## src/rtl/lpc_reg_bank.sv

```systemverilog
// LPC-side register bank: per-bit writable / write-1-to-clear masks, registered
// reads, a sticky hardware-status register, a one-shot strap capture after reset,
// and a two-key lock that guards the registers selected by PROT_MASK.
module lpc_reg_bank #(
  parameter int                           NUM_REGS   = 32,
  parameter int                           ADDR_W     = 8,
  parameter int                           DATA_W     = 8,
  parameter logic [NUM_REGS*DATA_W-1:0]   RST_VAL    = '0,
  parameter logic [NUM_REGS*DATA_W-1:0]   WR_MASK    = '1,
  parameter logic [NUM_REGS*DATA_W-1:0]   W1C_MASK   = '0,
  parameter logic [NUM_REGS-1:0]          PROT_MASK  = '0,
  parameter int                           STRAP_ADDR = 4,
  parameter int                           HWSTS_ADDR = 30,
  parameter int                           LOCK_ADDR  = 31,
  parameter logic [DATA_W-1:0]            KEY0       = 'h5A,
  parameter logic [DATA_W-1:0]            KEY1       = 'hA5
) (
  input  logic                         LpcClock,
  input  logic                         PciReset,
  input  logic [ADDR_W-1:0]            Addr,
  input  logic                         Wr,
  input  logic [DATA_W-1:0]            DataWr,
  input  logic                         Rd,
  output logic [DATA_W-1:0]            RdData,
  output logic                         RdValid,
  output logic                         WrError,
  input  logic [DATA_W-1:0]            HwEvent,
  input  logic [DATA_W-1:0]            StrapIn,
  output logic                         Locked,
  output logic [NUM_REGS*DATA_W-1:0]   DataReg
);

  typedef enum logic [1:0] {
    ST_LOCKED   = 2'd0,
    ST_KEY_WAIT = 2'd1,
    ST_UNLOCKED = 2'd2
  } lock_state_t;

  localparam logic [ADDR_W:0] NUM_REGS_A = (ADDR_W+1)'(NUM_REGS);

  lock_state_t                 state_reg, state_next;
  logic                        locked_reg;
  logic                        strap_done_reg;
  logic [NUM_REGS-1:0]         hit;
  logic                        in_range, lock_hit, prot_hit, wr_ok, wr_reject;
  logic [NUM_REGS*DATA_W-1:0]  data_flat;
  logic [DATA_W-1:0]           rd_mux;
  logic [DATA_W-1:0]           rd_data_reg;
  logic                        rd_valid_reg, wr_error_reg;

  // Address decode; one-hot hit avoids indexing masks with an out-of-range address.
  assign in_range  = {1'b0, Addr} < NUM_REGS_A;
  assign lock_hit  = (Addr == ADDR_W'(LOCK_ADDR));
  assign prot_hit  = |(hit & PROT_MASK);
  assign wr_ok     = Wr && in_range && !lock_hit && (!prot_hit || state_reg == ST_UNLOCKED);
  assign wr_reject = Wr && !lock_hit && !wr_ok;

  genvar gi;
  generate
    for (gi = 0; gi < NUM_REGS; gi++) begin : g_slot
      assign hit[gi] = (Addr == ADDR_W'(gi));
      if (gi == LOCK_ADDR) begin : g_lock
        // The lock slot mirrors the FSM state instead of holding array data.
        assign data_flat[gi*DATA_W +: DATA_W] = {{(DATA_W-2){1'b0}}, state_reg};
      end else begin : g_reg
        localparam logic [DATA_W-1:0] M  = WR_MASK[gi*DATA_W +: DATA_W];
        localparam logic [DATA_W-1:0] C  = W1C_MASK[gi*DATA_W +: DATA_W];
        localparam logic [DATA_W-1:0] RV = (gi == STRAP_ADDR) ? {DATA_W{1'b0}}
                                                              : RST_VAL[gi*DATA_W +: DATA_W];
        logic [DATA_W-1:0] value_reg, value_next;

        // Host write, then sticky events, then strap capture (highest priority).
        always_comb begin
          value_next = value_reg;
          if (wr_ok && hit[gi])
            value_next = (value_reg & ~M) | (DataWr & M & ~C) | (value_reg & C & ~DataWr);
          if (gi == HWSTS_ADDR)
            value_next = value_next | HwEvent;
          if (gi == STRAP_ADDR && !strap_done_reg)
            value_next = StrapIn;
        end

        // Register storage.
        always_ff @(posedge LpcClock or posedge PciReset) begin
          if (PciReset) value_reg <= RV;
          else          value_reg <= value_next;
        end

        assign data_flat[gi*DATA_W +: DATA_W] = value_reg;
      end
    end
  endgenerate

  // Read mux: unmapped addresses return all ones.
  always_comb begin
    rd_mux = '1;
    for (int i = 0; i < NUM_REGS; i++) begin
      if (hit[i]) rd_mux = data_flat[i*DATA_W +: DATA_W];
    end
  end

  // Lock FSM next state: only lock-register writes advance it; any other write aborts KEY_WAIT.
  always_comb begin
    state_next = state_reg;
    if (Wr && lock_hit) begin
      case (state_reg)
        ST_LOCKED:   state_next = (DataWr == KEY0) ? ST_KEY_WAIT : ST_LOCKED;
        ST_KEY_WAIT: state_next = (DataWr == KEY1) ? ST_UNLOCKED : ST_LOCKED;
        default:     state_next = ST_LOCKED;
      endcase
    end else if (Wr && state_reg == ST_KEY_WAIT) begin
      state_next = ST_LOCKED;
    end
  end

  // Lock FSM state register and registered Locked flag.
  always_ff @(posedge LpcClock or posedge PciReset) begin
    if (PciReset) begin
      state_reg  <= ST_LOCKED;
      locked_reg <= 1'b1;
    end else begin
      state_reg  <= state_next;
      locked_reg <= (state_next != ST_UNLOCKED);
    end
  end

  // Strap capture happens exactly once per reset.
  always_ff @(posedge LpcClock or posedge PciReset) begin
    if (PciReset) strap_done_reg <= 1'b0;
    else          strap_done_reg <= 1'b1;
  end

  // Registered read data / strobes; RdData holds between reads.
  always_ff @(posedge LpcClock or posedge PciReset) begin
    if (PciReset) begin
      rd_data_reg  <= '0;
      rd_valid_reg <= 1'b0;
      wr_error_reg <= 1'b0;
    end else begin
      rd_valid_reg <= Rd;
      wr_error_reg <= wr_reject;
      if (Rd) rd_data_reg <= rd_mux;
    end
  end

  assign RdData  = rd_data_reg;
  assign RdValid = rd_valid_reg;
  assign WrError = wr_error_reg;
  assign Locked  = locked_reg;
  assign DataReg = data_flat;

endmodule

```

## config.mk

```make
export PLATFORM = sky130hd
export DESIGN_NAME = lpc_reg_bank
export DESIGN_NICKNAME = d
export VERILOG_FILES = /design/src/rtl/lpc_reg_bank.sv
export SDC_FILE = /design/constraint.sdc
export NUM_CORES = 1
export LEC_CHECK = 0
export CORE_ASPECT_RATIO = 1.75
export CORE_UTILIZATION = 40
export DETAILED_ROUTE_END_ITERATION = 12
export PLACE_DENSITY = 0.66
export SYNTH_ARGS = -nofsm -noshare
export SYNTH_HDL_FRONTEND = slang
export SYNTH_SLANG_ARGS = --single-unit
```

## constraint.sdc

```tcl
create_clock -name LpcClock -period 12.3 [get_ports LpcClock]
set_input_delay 2.46 -clock LpcClock [delete_from_list [all_inputs] [get_ports LpcClock]]
set_output_delay 2.46 -clock LpcClock [all_outputs]
set_load 0.01 [all_outputs]
```

==> impl_metrics.json <==
{
  "synth-edff-count": 0,
  "status": "complete, but fails checks",
  "yosys.area.top_type": "dfrtp_1",
  "hold_start": "g_slot[15].g_reg.value_reg[3]",
  "drive_above_1_share": 0.232,
  "max_freq_mhz": 187,
  "arrival_ps": 5780,
  "core_um2": 32100,
  "grt_use_total": 0.324,
  "min_path_cells": 1,
  "utilization": 0.532,
  "routedWlPerCell_um": 29.9,
  "portBuffers": 296,
  "reg2regPathDepth": 7,
  "synthTopCellsByArea": "dfrtp_1, mux2_2, mux2i_1",
  "synth_ff_type": "dfrtp_1",
  "tns_ps": 0,
  "cts_buffer_depth": 3,
  "first_global_vias": 11526,
  "worstPathRequired_ps": 12730,
  "antenna_left": 0,
  "die_w_um": 138,
  "path_class": "in2reg",
  "r2r-start": "g_slot[18].g_reg.value_reg[0]",
  "synth.distinct_cells": 69,
  "crit_path_max_incr_delay_ps": 750,
  "slew_headroom": 0.314,
  "cts_hold_buf": 0,
  "grt_overflow": 0,
  "crit_fanout": 29,
  "synthesis.area_um2": 13000,
  "grt_max_degree": 134,
  "critPathLaunchType": "input port",
  "nNetsFinal": 1431,
  "yosysWarnings": 0,
  "cp_slowest_cell": "nor2_1",
  "ir_worst_vdd_mv": 0.0951,
  "ys_seq_elements": 262,
  "vias_per_cell": 6.26,
  "n_antenna_cell": 0,
  "cts_max_level": 1,
  "die_area_um2": 33300,
  "vias": 11341,
  "finalCriticalPeriod_ps": 5350,
  "ys_seq_area_frac": 0.503,
  "synth_top_area_share": 0.501,
  "endpoint_kind": "flop",
  "worstMarginPinSlew_ps": 1030,
  "rsz0062_at_grt": "no",
  "synthArstFlopShare": 1.00,
  "first_pass_iters": 10,
  "cellPowerDensity_nw_per_um2": 107,
  "final_cell_mix": "clkdlybuf4s50_1, dfrtp_1, mux2_2",
  "drtIter0Drc": 999,
  "antenna_found_initial": 0,
  "drv_slew": 0,
  "leakage_uw": 0.00764,
  "start_util": 0.406,
  "final_common_cell": "clkdlybuf4s50_1",
  "ctsResizeCount": 0,
  "drt-total-wl_um": 54200,
  "die_h_um": 241,
  "hold_class": "reg2reg",
  "cts-root-buf": "clkbuf_16",
  "largest_reg_flops": 248,
  "clock_skew_ps": 21.0,
  "syn_area_per_cell_um2": 11.5,
  "io_pins": 303,
  "place_area_um2": 16300,
  "hold_violations": 0,
  "gp_congestion": 0.991,
  "hpwl_um": 38800,
  "syn_inst": 1130,
  "r2r-end": "RdData[0]",
  "synthToLayoutAreaGrowth_pct": 31.2,
  "rrSetupSlack_ps": 9970,
  "hold_path_end": "g_slot[15].g_reg.value_reg[3]",
  "cts.sinks": 262,
  "cts_made_buffers": 25,
  "cts_tree": "yes",
  "grt_pass1_wl_um": 78100,
  "finalCritPeriodShare": 0.435,
  "violations": "design-rule violations",
  "crit_chain": "buf_4 > clkinv_1 > buf_4 > nor2_1 > nand2_1 > nor2_1 > mux2_2",
  "final_area_um2": 17100,
  "cap_viol_max_count": 0,
  "setup_viol": 0,
  "clock_latency_ps": 550,
  "core.rowCount": 87,
  "drc": 42,
  "post_cts_buffers": 0,
  "clk_pin_slew_ps": 60
}
## cell type report
cell class	count	area, um^2
fillers	2850	15000
flip-flops and latches	262	6560
multi-input cells	781	6110
repair buffers	315	3100
clock buffers	35	703
well taps	400	500
clock inverters	9	86.3
inverters	10	45.0
## per-stage QoR
step                std cells  worst slack, ps  power, uW  hold WS, ps
floorplan                1135             2630        993          529
global placement         1768             6510       1080          509
detailed placement       1768             6500       1080          519
CTS                      1812             7050       1840          537
global route             1812             6980       1880          556
finish                   1812             6950       1830          537
## cell families after synthesis
logic type	Yosys count	share of synthesized area
AND/OR/NAND/NOR	245	0.0933
buffers and inverters	92	0.0297
multiplexers	280	0.244
flip-flops	262	0.503
AO/OA/AOI/OAI	249	0.129
other	2	0.000576
## Yosys cell counts (15+ instances only)
cell type / number
nor2b_1: 23
mux2_2: 244
dfrtp_1: 261
buf_2: 15
a211oi_1: 15
nand2_1: 67
clkbuf_1: 50
mux2i_1: 30
o21ai_0: 54
nor2_1: 70
a21oi_1: 46
o22ai_1: 25
## where the power goes
| group | total, uW | switching (uW) | internal [uW] |
|---|---|---|---|
| combinational | 180 | 115 | 64.5 |
| clock | 763 | 341 | 421 |
| sequential | 890 | 15.8 | 874 |
| total | 1830 | 472 | 1360 |
## routing by layer
layer | wire length (um) | global-route usage | part of all wire | up-vias
met5 | 0 | 0 | 0 | -
met4 | 4880 | 0.277 | 0.090 | 0
met3 | 3290 | 0.0357 | 0.061 | 226
met2 | 27800 | 0.581 | 0.51 | 699
met1 | 18200 | 0.341 | 0.34 | 5684
li1 | - | - | - | 4732
## worst max-delay path by stage
stage                   from                             to
finish               Addr[1]  g_slot[15].g_reg.value_reg[1]
detailed placement   Addr[1]  g_slot[15].g_reg.value_reg[5]
global placement     Addr[1]  g_slot[15].g_reg.value_reg[3]
global route         Addr[1]  g_slot[15].g_reg.value_reg[2]
floorplan           PciReset                      RdData[0]
CTS                  Addr[1]  g_slot[15].g_reg.value_reg[1]
## worst max-delay path, delay by kind of cell
kind / cells / cell delay (ps)
and+or+nand+nor: 3 / 1430
buffers and inverters: 3 / 1420
muxes: 1 / 420
Note: power is estimated with default switching activity, not from simulation.
